File: src/rtl/skin_classifier_if.sv
// skin_classifier_if: pixel-in / classification-out stream bundle for skin_classifier.
interface skin_classifier_if;
    logic        in_valid;
    logic        in_ready;
    logic [7:0]  in_cb;
    logic [7:0]  in_cr;
    logic        in_sof;
    logic        in_eof;
    logic        out_valid;
    logic        out_ready;
    logic        out_skin;
    logic        out_sof;
    logic        out_eof;
    logic [19:0] skin_count;
    logic        count_valid;

    modport slave (
        input  in_valid, in_cb, in_cr, in_sof, in_eof, out_ready,
        output in_ready, out_valid, out_skin, out_sof, out_eof, skin_count, count_valid
    );

    modport master (
        output in_valid, in_cb, in_cr, in_sof, in_eof, out_ready,
        input  in_ready, out_valid, out_skin, out_sof, out_eof, skin_count, count_valid
    );
endinterface

File: src/rtl/skin_classifier.sv
// skin_classifier: 5-stage rotated-ellipse skin test on transformed Cb/Cr.
// Define SKIN_COUNT_EN to add the per-frame skin pixel counter.
module skin_classifier #(
    parameter int CX     = 109,
    parameter int CY     = 152,
    parameter int COS_Q8 = -209,
    parameter int SIN_Q8 = 147,
    parameter int ECX    = 2,
    parameter int ECY    = 2,
    parameter int WA     = 4,
    parameter int WB     = 13,
    parameter int THRESH = 2560
) (
    input logic clk,
    input logic rst_n,
    skin_classifier_if.slave bus
);
    localparam logic signed [17:0] K_COS  = 18'(COS_Q8);
    localparam logic signed [17:0] K_SIN  = 18'(SIN_Q8);
    localparam logic signed [17:0] K_NSIN = 18'(-SIN_Q8);

    // bit 0 is S1, bit 4 is S5 (the output register)
    logic [4:0]         v, sof, eof;
    logic signed [8:0]  dcb, dcr;
    logic signed [17:0] p0, p1, p2, p3;
    logic signed [10:0] xd, yd;
    logic [29:0]        score;
    logic               skin;
    logic               stall;
    logic signed [18:0] sx, sy;
    logic signed [21:0] xe, ye;
    logic [21:0]        sqx, sqy;

    assign stall         = v[4] && !bus.out_ready;
    assign bus.in_ready  = !stall;
    assign bus.out_valid = v[4];
    assign bus.out_skin  = skin;
    assign bus.out_sof   = sof[4];
    assign bus.out_eof   = eof[4];

    always_comb begin
        sx  = {p0[17], p0} + {p1[17], p1};
        sy  = {p2[17], p2} + {p3[17], p3};
        xe  = {{11{xd[10]}}, xd};
        ye  = {{11{yd[10]}}, yd};
        sqx = xe * xe;
        sqy = ye * ye;
    end

    always_ff @(posedge clk) begin
        if (!rst_n) begin
            v    <= '0;
            sof  <= '0;
            eof  <= '0;
            skin <= 1'b0;
        end else if (!stall) begin
            v     <= {v[3:0], bus.in_valid};
            sof   <= {sof[3:0], bus.in_valid && bus.in_sof};
            eof   <= {eof[3:0], bus.in_valid && bus.in_eof};
            dcb   <= $signed({1'b0, bus.in_cb}) - 9'(CX);
            dcr   <= $signed({1'b0, bus.in_cr}) - 9'(CY);
            p0    <= K_COS * $signed({{9{dcb[8]}}, dcb});
            p1    <= K_SIN * $signed({{9{dcr[8]}}, dcr});
            p2    <= K_NSIN * $signed({{9{dcb[8]}}, dcb});
            p3    <= K_COS * $signed({{9{dcr[8]}}, dcr});
            xd    <= 11'(sx >>> 8) - 11'(ECX);
            yd    <= 11'(sy >>> 8) - 11'(ECY);
            score <= 30'(WA) * {8'b0, sqx} + 30'(WB) * {8'b0, sqy};
            skin  <= score <= 30'(THRESH);
        end
    end

`ifdef SKIN_COUNT_EN
    logic [19:0] cnt, base, nxt;
    logic        xfer;

    // a start-of-frame beat discards whatever was accumulated before it
    assign xfer = v[4] && bus.out_ready;
    assign base = sof[4] ? 20'd0 : cnt;
    assign nxt  = (skin && base != 20'hFFFFF) ? base + 20'd1 : base;

    always_ff @(posedge clk) begin
        if (!rst_n) begin
            cnt             <= '0;
            bus.skin_count  <= '0;
            bus.count_valid <= 1'b0;
        end else begin
            bus.count_valid <= xfer && eof[4];
            if (xfer) begin
                cnt <= eof[4] ? 20'd0 : nxt;
                if (eof[4]) bus.skin_count <= nxt;
            end
        end
    end
`else
    assign bus.skin_count  = '0;
    assign bus.count_valid = 1'b0;
`endif
endmodule

File: src/flat_wrapper.sv
// flat-port wrapper written by rule: the top's interface ports become plain ports
module skin_classifier_flat 
#(
    parameter int CX     = 109,
    parameter int CY     = 152,
    parameter int COS_Q8 = -209,
    parameter int SIN_Q8 = 147,
    parameter int ECX    = 2,
    parameter int ECY    = 2,
    parameter int WA     = 4,
    parameter int WB     = 13,
    parameter int THRESH = 2560
)
  (clk, rst_n, bus_in_valid, bus_in_cb, bus_in_cr, bus_in_sof, bus_in_eof, bus_out_ready, bus_in_ready, bus_out_valid, bus_out_skin, bus_out_sof, bus_out_eof, bus_skin_count, bus_count_valid);
  skin_classifier_if bus_i ();
  input logic clk;
  input logic rst_n;
  input wire logic [$bits(bus_i.in_valid)-1:0] bus_in_valid;
  input wire logic [$bits(bus_i.in_cb)-1:0] bus_in_cb;
  input wire logic [$bits(bus_i.in_cr)-1:0] bus_in_cr;
  input wire logic [$bits(bus_i.in_sof)-1:0] bus_in_sof;
  input wire logic [$bits(bus_i.in_eof)-1:0] bus_in_eof;
  input wire logic [$bits(bus_i.out_ready)-1:0] bus_out_ready;
  output wire logic [$bits(bus_i.in_ready)-1:0] bus_in_ready;
  output wire logic [$bits(bus_i.out_valid)-1:0] bus_out_valid;
  output wire logic [$bits(bus_i.out_skin)-1:0] bus_out_skin;
  output wire logic [$bits(bus_i.out_sof)-1:0] bus_out_sof;
  output wire logic [$bits(bus_i.out_eof)-1:0] bus_out_eof;
  output wire logic [$bits(bus_i.skin_count)-1:0] bus_skin_count;
  output wire logic [$bits(bus_i.count_valid)-1:0] bus_count_valid;
  assign bus_i.in_valid = bus_in_valid;
  assign bus_i.in_cb = bus_in_cb;
  assign bus_i.in_cr = bus_in_cr;
  assign bus_i.in_sof = bus_in_sof;
  assign bus_i.in_eof = bus_in_eof;
  assign bus_i.out_ready = bus_out_ready;
  assign bus_in_ready = bus_i.in_ready;
  assign bus_out_valid = bus_i.out_valid;
  assign bus_out_skin = bus_i.out_skin;
  assign bus_out_sof = bus_i.out_sof;
  assign bus_out_eof = bus_i.out_eof;
  assign bus_skin_count = bus_i.skin_count;
  assign bus_count_valid = bus_i.count_valid;
  skin_classifier #(.CX(CX), .CY(CY), .COS_Q8(COS_Q8), .SIN_Q8(SIN_Q8), .ECX(ECX), .ECY(ECY), .WA(WA), .WB(WB), .THRESH(THRESH)) u_core (.clk(clk), .rst_n(rst_n), .bus(bus_i));
endmodule
File: config.mk
export PLATFORM = sky130hd
export DESIGN_NAME = skin_classifier_flat
export DESIGN_NICKNAME = d
export VERILOG_FILES = /design/src/rtl/skin_classifier_if.sv /design/src/rtl/skin_classifier.sv /design/src/flat_wrapper.sv
export SDC_FILE = /design/constraint.sdc
export NUM_CORES = 1
export LEC_CHECK = 0
export BUFFER_PORTS_ARGS = -buffer_cell sky130_fd_sc_hd__buf_4
export CAP_MARGIN = 20
export CORE_AREA = 2 2 175 246
export CTS_CLUSTER_DIAMETER = 30
export DETAILED_ROUTE_END_ITERATION = 8
export DIE_AREA = 0 0 177 248
export GPL_TIMING_DRIVEN = 0
export PLACE_DENSITY = 0.75
export SETUP_SLACK_MARGIN = 0.15
export SKIP_LAST_GASP = 1
export SLEW_MARGIN = 20
export SYNTH_ARGS = -nofsm -noshare
export SYNTH_HDL_FRONTEND = slang
export SYNTH_SLANG_ARGS = --single-unit
File: constraint.sdc
create_clock -name clk -period 23.7 [get_ports clk]
set_input_delay 3.555 -clock clk [delete_from_list [all_inputs] [get_ports clk]]
set_output_delay 3.555 -clock clk [all_outputs]
set_load 0.1 [all_outputs]
==> flow_metrics.py <==
metrics = {
    "worst_setup_path": {
        "reg2regPathDepth": 31,
        "max_stage_delay_ps": 600,
        "crit_slowest_cell": "o41ai_1",
        "crit_fanout": 10,
        "worstSetupPathType": "reg2reg",
        "r2r_start": "u_core.yd[4]$_DFFE_PP_",
        "timing.rr.end": "u_core.score[25]$_DFFE_PP_",
        "required_ps": 23880,
        "crit_path_start_kind": "flip-flop",
        "rrSetupSlack_ps": 14870,
        "endpoint_kind": "flip-flop",
        "startpoint": "u_core.yd[4]$_DFFE_PP_",
        "worst_ep_arrival_time_ps": 9010,
    },
    "clock_network": {
        "clk_pin_slew_ps": 80,
        "clk_latency_ps": 450,
        "clockBufferDepth": 2,
        "htree_num_levels": 4,
        "cts-hold-fix-buffers": 0,
        "postCtsSetupRepairBufs": 0,
        "cts_buffers": 17,
        "cts.sinks": 151,
        "cts_tree": "built",
        "cts-resized-gates": 0,
        "root_buffer": "clkbuf_16",
    },
    "global_routing": {
        "use_met1": 0.227,
        "grt-ovfl-total": 0,
        "grt_max_degree": 57,
        "antenna_found_initial": 1,
        "met3_usage": 0.0250,
        "grt.busiest_layer": "met2",
        "grt_pass1_wl_um": 76700,
        "use_met2": 0.432,
        "grt_usage": 0.221,
        "grt_pass1_vias": 17100,
    },
    "sta": {
        "setup_tns_ps": 0,
        "hold_slack_ps": 462,
        "drv_slew": 0,
        "max_freq_mhz": 113,
        "slew_headroom": 0.619,
        "fin_crit_ps": 8830,
        "rsz0062_at_grt": "no",
        "worstMarginPinSlew_ps": 564,
        "min_period_over_period": 0.373,
        "final-setup-viol-count": 0,
        "hold_violations": 0,
        "skew_ps": 20.1,
    },
    "synth": {
        "synth.distinct_cells": 78,
        "synth_flop_cell": "edfxtp_1",
        "ys_seq_area_frac": 0.183,
        "synth_async_sr_flop_share": 0,
        "synth_seq_cells": 151,
        "syn_inst": 2329,
        "avgSynthCellArea_um2": 10.3,
        "synthesis.area_um2": 24000,
        "synth_edf_count": 135,
        "yosys_warnings": 0,
    },
    "die": {
        "rows": 89,
        "dieArea_um2": 43900,
        "initial_utilization": 0.574,
        "io_pins": 48,
        "fp.dieH_um": 248,
        "core_um2": 41800,
        "die_w_um": 177,
    },
    "routing": {
        "wirelength_um": 45200,
        "drc": 0,
        "wl_per_cell_um": 15.3,
        "vias_per_cell": 5.29,
        "vias": 15700,
        "antenna_left": 0,
        "firstDrtPassIters": 6,
        "first_iter_violations": 528,
    },
    "min_path": {
        "hold_depth": 2,
        "hold-path-endpoint": "u_core.v[3]$_SDFFE_PN0N_",
        "hold_start": "u_core.v[2]$_SDFFE_PN0N_",
        "hp-class": "reg2reg",
    },
    "placement": {
        "portBuffers": 26,
        "place.gp.congestion": 0.877,
        "dp_cells": 2924,
        "post-dp-hpwl_um": 39000,
    },
    "run": {
        "cap_viol_max_count": 0,
    },
    "finish": {
        "syn2layout_area_growth_pct": 6.54,
        "drive_above_1_share": 0.0485,
        "diodes": 0,
        "final_nets": 3151,
        "nFillCells": 3463,
        "finalNonFillerCells": 2956,
    },
    "run_status": {
        "status": "complete, no violations",
    },
}
-- synth_stat cells (all sizes together) (23+ instances only) --
| master | number | area (µm²) |
|---|---|---|
| o21bai | 23 | 173 |
| a21o | 24 | 183 |
| xor2 | 40 | 350 |
| nor2b | 23 | 144 |
| nand3 | 26 | 130 |
| ha | 376 | 4700 |
| fa | 356 | 7130 |
| nand2 | 132 | 495 |
| buf | 23 | 166 |
| inv | 544 | 2040 |
| o21ai | 32 | 164 |
| nor3 | 25 | 130 |
| edfxtp | 135 | 4050 |
| nor2 | 80 | 303 |
| a21oi | 75 | 383 |
| xnor2 | 132 | 1160 |
| and2 | 69 | 432 |
| clkbuf | 28 | 105 |
-- cells by family (layout without fill, tap and decap cells) --
group	after synthesis	in the layout	synth area share
AOI/OAI and AO/OA	253	253	0.0752
other	1	22	0.000157
and+or+nand+nor	422	422	0.0874
DFF	151	151	0.183
adders and majority gates	732	732	0.494
xor gates and xnor gates	172	172	0.0629
buffers and inverters	595	655	0.0966
muxes	3	3	0.00131
-- critical path, delay by kind of cell (launching register included) --
family                   cells  cell delay [ps]
AND/OR/NAND/NOR              4              480
AO/OA/AOI/OAI                8             2310
XOR/XNOR                     1              150
adder cells (fa/ha/maj)     10             4310
flip-flops                   1              320
buffers and inverters        8             1010
-- metal layers --
metal | part of all wire | up-vias
li1 | - | 7527
met1 | 0.36 | 7785
met2 | 0.57 | 212
met3 | 0.018 | 127
met4 | 0.054 | 0
met5 | 0 | -
-- cells in the final DEF (no fill, tap or decap), drive strengths merged, types with 8 or more instances in the layout --
| cell | instances |
|---|---|
| inv | 554 |
| ha | 376 |
| fa | 356 |
| edfxtp | 135 |
| nand2 | 132 |
| xnor2 | 132 |
| nor2 | 80 |
| a21oi | 75 |
| and2 | 69 |
| buf | 51 |
| clkbuf | 47 |
| xor2 | 40 |
| o21ai | 32 |
| nand3 | 26 |
| nor3 | 25 |
| a21o | 24 |
| nor2b | 23 |
| o21bai | 23 |
| conb | 22 |
| nand2b | 18 |
| a21boi | 18 |
| dfxtp | 16 |
| and3 | 13 |
| o21a | 9 |
| nor4 | 9 |
| o31ai | 9 |
| a211oi | 8 |
-- flip-flops by register name (all words and copies together), names as in the netlist --
name and flops:
u_core.score 26, u_core.p2 18, u_core.p3 18, u_core.p0 17
u_core.p1 16, u_core.xd 11, u_core.yd 11, u_core.dcb 9
u_core.dcr 9, u_core.eof 5, u_core.sof 5, u_core.v 5
u_core.bus.out_skin 1
-- layout make-up --
cell class / instances / area, µm² / share of cell area
timing repair buffer: 28 / 250 / 0.00981
buffer: 51 / 272 / 0.0106
clock inverter: 13 / 105 / 0.00412
inverter: 544 / 2040 / 0.0800
sequential: 151 / 4370 / 0.171
multi-input combinational: 1604 / 17300 / 0.680
tap: 546 / 683 / 0.0268
clock buffer: 19 / 447 / 0.0175
-- worst max-delay path by stage --
| stage | end | slack [ps] |
|---|---|---|
| floorplan | u_core.dcb[0]$_DFFE_PP_ | 15010 |
| global placement | u_core.score[0]$_DFFE_PP_ | 14320 |
| detailed placement | u_core.score[25]$_DFFE_PP_ | 14860 |
| CTS | u_core.score[25]$_DFFE_PP_ | 14820 |
| global route | u_core.score[25]$_DFFE_PP_ | 14240 |
| finish | u_core.score[25]$_DFFE_PP_ | 14870 |
-- stage by stage --
| step | setup slack [ps] | util | area, µm² |
|---|---|---|---|
| floorplan | 15010 | - | 24000 |
| global placement | 14320 | 0.597 | 24900 |
| detailed placement | 14860 | 0.598 | 25000 |
| CTS | 14820 | 0.611 | 25500 |
| global route | 14240 | 0.611 | 25500 |
| finish | 14870 | 0.611 | 25500 |
Power is left out: the tool's default activity adds up to more than one toggle a clock period on the data nets, which glitch-free logic cannot reach.
